**config.mk**
```make
export PLATFORM = sky130hd
export DESIGN_NAME = hall_call_dispatcher
export DESIGN_NICKNAME = d
export VERILOG_FILES = /design/src/rtl/hall_call_dispatcher.sv
export SDC_FILE = /design/constraint.sdc
export NUM_CORES = 1
export LEC_CHECK = 0
export ABC_AREA = 1
export ABC_CLOCK_PERIOD_IN_PS = 4300
export CAP_MARGIN = 20
export CORE_ASPECT_RATIO = 0.6
export CORE_MARGIN = 3
export CORE_UTILIZATION = 45
export DETAILED_ROUTE_END_ITERATION = 10
export PLACE_DENSITY = 0.77
export SYNTH_ARGS = -nofsm -noshare
export SYNTH_HDL_FRONTEND = slang
export SYNTH_SLANG_ARGS = --single-unit
```
**constraint.sdc**
```tcl
create_clock -name clk -period 4.3 [get_ports clk]
set_input_delay 0.43 -clock clk [delete_from_list [all_inputs] [get_ports clk]]
set_output_delay 0.43 -clock clk [all_outputs]
set_load 0.01 [all_outputs]
```
**src/rtl/hall_call_dispatcher.sv**
```systemverilog
// Hall-call dispatcher: latches landing calls, assigns each one to the cheapest
// available car by distance/direction cost, and emits a one-cycle request pulse
// into that car's queue. One assignment is in flight at a time.
module hall_call_dispatcher #(
  parameter int  N_FLOORS = 8,
  parameter int  N_CARS   = 2,
  localparam int FW       = $clog2(N_FLOORS)
) (
  input  logic                       clk,
  input  logic                       reset,
  input  logic [N_FLOORS-1:0]        hall_up_rqst,
  input  logic [N_FLOORS-1:0]        hall_dn_rqst,
  input  logic [N_CARS*FW-1:0]       car_pos,
  input  logic [N_CARS-1:0]          car_motion,
  input  logic [N_CARS-1:0]          car_direction,
  input  logic [N_CARS-1:0]          car_avail,
  input  logic [N_CARS*N_FLOORS-1:0] car_up_served,
  input  logic [N_CARS*N_FLOORS-1:0] car_dn_served,
  output logic [N_CARS*N_FLOORS-1:0] car_up_rqst,
  output logic [N_CARS*N_FLOORS-1:0] car_dn_rqst,
  output logic [N_FLOORS-1:0]        hall_up_lamp,
  output logic [N_FLOORS-1:0]        hall_dn_lamp,
  output logic                       busy
);
  localparam int NI = 2 * N_FLOORS;
  localparam int PW = $clog2(NI);
  localparam int CW = (N_CARS > 1) ? $clog2(N_CARS) : 1;
  localparam int KW = FW + 2;

  typedef enum logic [1:0] {IDLE, SCAN, EVAL, ISSUE} state_t;
  state_t state, state_nxt;

  logic [N_FLOORS-1:0] up_pend, dn_pend, up_asgn, dn_asgn;
  logic [NI-1:0]       pend_vec;
  logic [PW-1:0]       ptr, sel, call, ptr_nxt;
  logic                any_pend, call_up;
  logic [FW-1:0]       tgt, pos;
  logic [CW-1:0]       cnt, best_car, nxt_car;
  logic [KW-1:0]       best_cost, cost;
  logic                best_valid, nxt_valid, take, last, mv, dir;
  logic                do_latch, do_eval, do_issue, do_fail, fire;

  assign pend_vec = {dn_pend, up_pend};
  assign any_pend = |pend_vec;
  assign call_up  = int'(call) < N_FLOORS;
  assign tgt      = call_up ? FW'(call) : FW'(int'(call) - N_FLOORS);
  assign ptr_nxt  = (int'(call) == NI - 1) ? '0 : call + PW'(1);

  // Round-robin pick: first pending index at or after the pointer, with wrap
  always_comb begin
    int idx;
    idx = 0;
    sel = '0;
    for (int i = NI - 1; i >= 0; i--) begin
      idx = int'(ptr) + i;
      if (idx >= NI) idx -= NI;
      if (pend_vec[idx]) sel = PW'(idx);
    end
  end

  assign pos  = car_pos[int'(cnt)*FW +: FW];
  assign mv   = car_motion[cnt];
  assign dir  = car_direction[cnt];
  assign last = (cnt == CW'(N_CARS - 1));

  // Cost of the car under evaluation: distance, heavy penalty when the target
  // is behind a moving car, +1 tie-break for a parked car facing the wrong way
  always_comb begin
    cost = (pos > tgt) ? KW'(pos - tgt) : KW'(tgt - pos);
    if (mv && ((dir && tgt < pos) || (!dir && tgt > pos))) cost = cost + KW'(N_FLOORS);
    if (!mv && pos == tgt && call_up != dir) cost = cost + KW'(1);
  end

  assign take      = car_avail[cnt] && (cost < best_cost);
  assign nxt_valid = best_valid || take;
  assign nxt_car   = take ? cnt : best_car;

  // FSM state register
  always_ff @(posedge clk or negedge reset) begin
    if (!reset) state <= IDLE;
    else        state <= state_nxt;
  end

  // FSM next-state logic
  always_comb begin
    state_nxt = state;
    case (state)
      IDLE:    if (any_pend) state_nxt = SCAN;
      SCAN:    state_nxt = EVAL;
      EVAL:    if (last) state_nxt = nxt_valid ? ISSUE : IDLE;
      ISSUE:   state_nxt = IDLE;
      default: state_nxt = IDLE;
    endcase
  end

  // FSM output decode: busy flag and datapath strobes
  always_comb begin
    busy     = (state != IDLE);
    do_latch = (state == SCAN);
    do_eval  = (state == EVAL);
    do_issue = (state == ISSUE);
    fire     = do_eval && last && nxt_valid;
    do_fail  = do_eval && last && !nxt_valid;
  end

  // Selection datapath: latched call, running best, car counter, RR pointer
  always_ff @(posedge clk or negedge reset) begin
    if (!reset) begin
      call       <= '0;
      ptr        <= '0;
      cnt        <= '0;
      best_car   <= '0;
      best_cost  <= '1;
      best_valid <= 1'b0;
    end else begin
      if (do_latch) begin
        call       <= sel;
        cnt        <= '0;
        best_cost  <= '1;
        best_valid <= 1'b0;
      end
      if (do_eval) begin
        cnt        <= cnt + CW'(1);
        best_valid <= nxt_valid;
        best_car   <= nxt_car;
        if (take) best_cost <= cost;
      end
      if (do_fail || do_issue) ptr <= ptr_nxt;
    end
  end

  // Assignment pulses, registered so they coincide with the ISSUE cycle
  always_ff @(posedge clk or negedge reset) begin
    if (!reset) begin
      car_up_rqst <= '0;
      car_dn_rqst <= '0;
    end else begin
      car_up_rqst <= '0;
      car_dn_rqst <= '0;
      if (fire) begin
        if (call_up) car_up_rqst[int'(nxt_car)*N_FLOORS + int'(tgt)] <= 1'b1;
        else         car_dn_rqst[int'(nxt_car)*N_FLOORS + int'(tgt)] <= 1'b1;
      end
    end
  end

  for (genvar f = 0; f < N_FLOORS; f++) begin : g_call
    logic          up_p, up_a, dn_p, dn_a;
    logic [CW-1:0] up_o, dn_o;
    logic          up_clr, dn_clr, up_iss, dn_iss;

    assign up_clr = up_a && car_up_served[int'(up_o)*N_FLOORS + f];
    assign dn_clr = dn_a && car_dn_served[int'(dn_o)*N_FLOORS + f];
    assign up_iss = do_issue && (int'(call) == f);
    assign dn_iss = do_issue && (int'(call) == N_FLOORS + f);

    // Per-call FREE/PENDING/ASSIGNED tracking; a new press beats an owner clear
    always_ff @(posedge clk or negedge reset) begin
      if (!reset) begin
        up_p <= 1'b0; up_a <= 1'b0; up_o <= '0;
        dn_p <= 1'b0; dn_a <= 1'b0; dn_o <= '0;
      end else begin
        if (up_iss) begin
          up_p <= 1'b0; up_a <= 1'b1; up_o <= best_car;
        end else if (up_clr) begin
          up_a <= 1'b0; up_p <= hall_up_rqst[f];
        end else if (!up_p && !up_a && hall_up_rqst[f]) begin
          up_p <= 1'b1;
        end
        if (dn_iss) begin
          dn_p <= 1'b0; dn_a <= 1'b1; dn_o <= best_car;
        end else if (dn_clr) begin
          dn_a <= 1'b0; dn_p <= hall_dn_rqst[f];
        end else if (!dn_p && !dn_a && hall_dn_rqst[f]) begin
          dn_p <= 1'b1;
        end
      end
    end

    assign up_pend[f] = up_p;
    assign up_asgn[f] = up_a;
    assign dn_pend[f] = dn_p;
    assign dn_asgn[f] = dn_a;
  end

  assign hall_up_lamp = up_pend | up_asgn;
  assign hall_dn_lamp = dn_pend | dn_asgn;

endmodule
```
==> results.ini <==
[detailed_routing]
dr.pass1.iters = 6
drtAntennaViolNets = 0
vias = 6589
drt-initial-drc-count = 622
routed_wl_um = 19600
viasPerCell = 5.28
drcViolationCount = 0
routedWlPerCell_um = 15.7

[setup_path]
reg2reg_setup_slack_ns = 0.05
reg2reg_to = car_dn_rqst[5]$_DFF_PN0_
rr_worst_depth = 27
start_kind = flop
required_ns = 4.59
r2r-start = cnt$_DFFE_PN0P_
end_kind = flop
worstSetupPathType = flop to flop
critPathMaxFanout = 7
critPathArrivalTime_ns = 4.54

[timing]
slew_headroom_pct = 42.7
fin_crit_ns = 4.25
fmax_ghz = 0.235
setup_slack_ns = 0.0479
finalCritPeriodShare_pct = 98.9
slew_violations = 0
whs_ns = 0.185
rsz0062_at_grt = true
worst_pin_slew_ns = 0.860
setup_viol = 0
clock-skew-final_ns = 0.00635
final.setup.tns_ns = 0
hold_viol = 0

[clocking]
cts_max_level = 3
cts_buffers = 9
cts.clk_slew.worst_paths_ns = 0.07
clockRootBuffer = clkbuf_16
cts_tree = done
clk_latency_ns = 0.35
clk_path_buf_depth = 2
clkSinkCount = 98

[floorplan]
io_pins = 111
core_um2 = 13800
die_w_um = 160
rows = 33
initial_core_util_pct = 46.4
die_area_um2 = 15700
die_height_um = 98.4

[synthesis]
syn_inst = 911
synth_edf_count = 0
netlist_area_um2 = 6400
syn_nets = 1004
ys_seq_elements = 98
synth-warning-count = 0
postSynth.asyncResetShare_pct = 100
synth_cell_types = 42
yosysTopAreaCellShare_pct = 36.3
synthFlopType = dfrtp_1
synthTopCellsByArea = dfrtp_1, nand2_1, nand3_1
yosysTopAreaCell = dfrtp_1
synth_seq_area_share_pct = 38.4
synth.avg_cell_area_um2 = 7.03

[finish]
area.growth.synth_to_final_pct = 31.6
nets = 1144
final_common_cell = nand2_1
n_antenna_cell = 0
fillerInstances = 1215
layout_common_cells = nand2_1, inv_1, clkdlybuf4s50_1
drive_gt1_share_pct = 11.5

[status]
status = completed

[pwr]
p_leak_nw = 4.23
p_per_area_nw_per_um2 = 911
ir_drop_v = 0.000361
finalPower_mw = 7.68

[placement]
gp_congestion = 1.01
io_buffers = 110
dp_slack_ns = -0.362
dp_hpwl_um = 14300

[global_routing]
first_global_vias = 6025
grt_overflow = 0
track_usage_pct = 24.5
grt_pass1_wl_um = 31200
antenna_found_initial = 0
grt_max_degree = 70

[flow_run]
maxCapViolCount = 0

[min_path]
holdCritPathClass = primary input to async pin

## layer usage
| layer | vias up | share of wire, % | routed length [um] | track usage [%] |
|---|---|---|---|---|
| met5 | - | 0 | 0 | 0 |
| met4 | 0 | 0.91 | 178 | 4.00 |
| met3 | 22 | 11 | 2090 | 7.43 |
| met2 | 330 | 40 | 7760 | 33.1 |
| met1 | 3039 | 49 | 9520 | 38.6 |
| li1 | 3198 | - | - | - |
## repair_timing
action / 4_1_cts / 5_1_grt
buffers inserted: 0 / 9
endpoints found under the setup margin: 1 / 45
resized for setup: 0 / 59
hold buffers: 0 / 0
pin swaps: 0 / 25
## synthesized netlist by cell type, drive strengths merged (4+ instances only)
library cell  number
a21boi             5
inv              130
clkbuf             9
nand3             94
o21ai             63
xor2               7
fa                 4
o32ai              7
o22ai              7
o211ai             4
buf               11
nor3               5
o21a               6
a31oi              6
nand2            278
or2               10
mux2i              4
nor2              82
ha                27
a21oi             43
dfstp              5
dfrtp             93
## stage by stage
step | cells | utilization (%) | instance area, um^2
floorplan | 911 | - | 6400
global placement | 1223 | 57.0 | 7860
detailed placement | 1223 | 57.0 | 7860
CTS | 1238 | 59.0 | 8140
global route | 1247 | 61.1 | 8430
finish | 1247 | 61.1 | 8430
## worst max-delay path, cell delays in order (launching register included)
cell      delay [ns]
dfrtp_1         0.42
inv_4           0.07
or2_4           0.25
o21ai_2         0.07
ha_2            0.20
inv_2           0.04
fa_2            0.34
inv_2           0.07
fa_2            0.20
inv_2           0.04
nand2_2         0.08
inv_2           0.05
nand2_2         0.10
nand2_4         0.06
ha_4            0.26
nor2_4          0.03
a31oi_4         0.19
ha_4            0.24
a21oi_2         0.10
nor2_1          0.05
o21ai_1         0.13
a21boi_1        0.09
nor3_2          0.30
o21ai_4         0.17
o21ai_2         0.23
buf_6           0.17
nand3_4         0.09
nor2_4          0.12
## kinds of logic after synthesis
family | after synthesis | share of synthesized area [%]
flops | 98 | 38.4
simple gates | 474 | 30.6
mux | 4 | 0.625
fa+ha+maj | 31 | 6.52
xor+xnor | 10 | 1.48
buf+inv | 150 | 9.38
compound gates | 144 | 13.0
## where the power goes
group / switching, mW / total [mW] / internal [mW]
Combinational: 3.48 / 5.50 / 2.02
Sequential: 0.233 / 1.39 / 1.16
Clock: 0.367 / 0.780 / 0.413
## how the worst max path moves through the flow
stage | from | end | slack (ns) | cells after the start
after CTS | car_pos[3] | car_dn_rqst[11]$_DFF_PN0_ | -0.02 | 26
after detailed placement | car_pos[3] | car_up_rqst[6]$_DFF_PN0_ | -0.36 | 26
final | cnt$_DFFE_PN0P_ | car_dn_rqst[5]$_DFF_PN0_ | 0.05 | 27
after floorplan | cnt$_DFFE_PN0P_ | car_dn_rqst[11]$_DFF_PN0_ | 0.41 | 27
after global routing | cnt$_DFFE_PN0P_ | car_dn_rqst[3]$_DFF_PN0_ | -0.16 | 24
after global placement | car_pos[3] | car_dn_rqst[10]$_DFF_PN0_ | -0.15 | 26
## state kept, by name, indices dropped and copies added (netlist names)
name         flops
call             4
g_call.up_p      8
best_cost        5
g_call.dn_p      8
ptr              4
g_call.dn_a      8
car_dn_rqst     16
g_call.up_a      8
best_car         1
car_up_rqst     16
g_call.up_o      8
cnt              1
best_valid       1
state            2
g_call.dn_o      8
## cell type report
cell class / count / area, um^2 / area share (%)
multi-input combinational: 663 / 3540 / 42.1
tap: 192 / 240 / 2.85
clock inverter: 4 / 36.3 / 0.431
sequential: 98 / 2460 / 29.2
inverter: 130 / 494 / 5.86
clock buffer: 11 / 243 / 2.88
timing repair buffer: 149 / 1410 / 16.7
No activity file was read; power rests on OpenSTA's default activity.
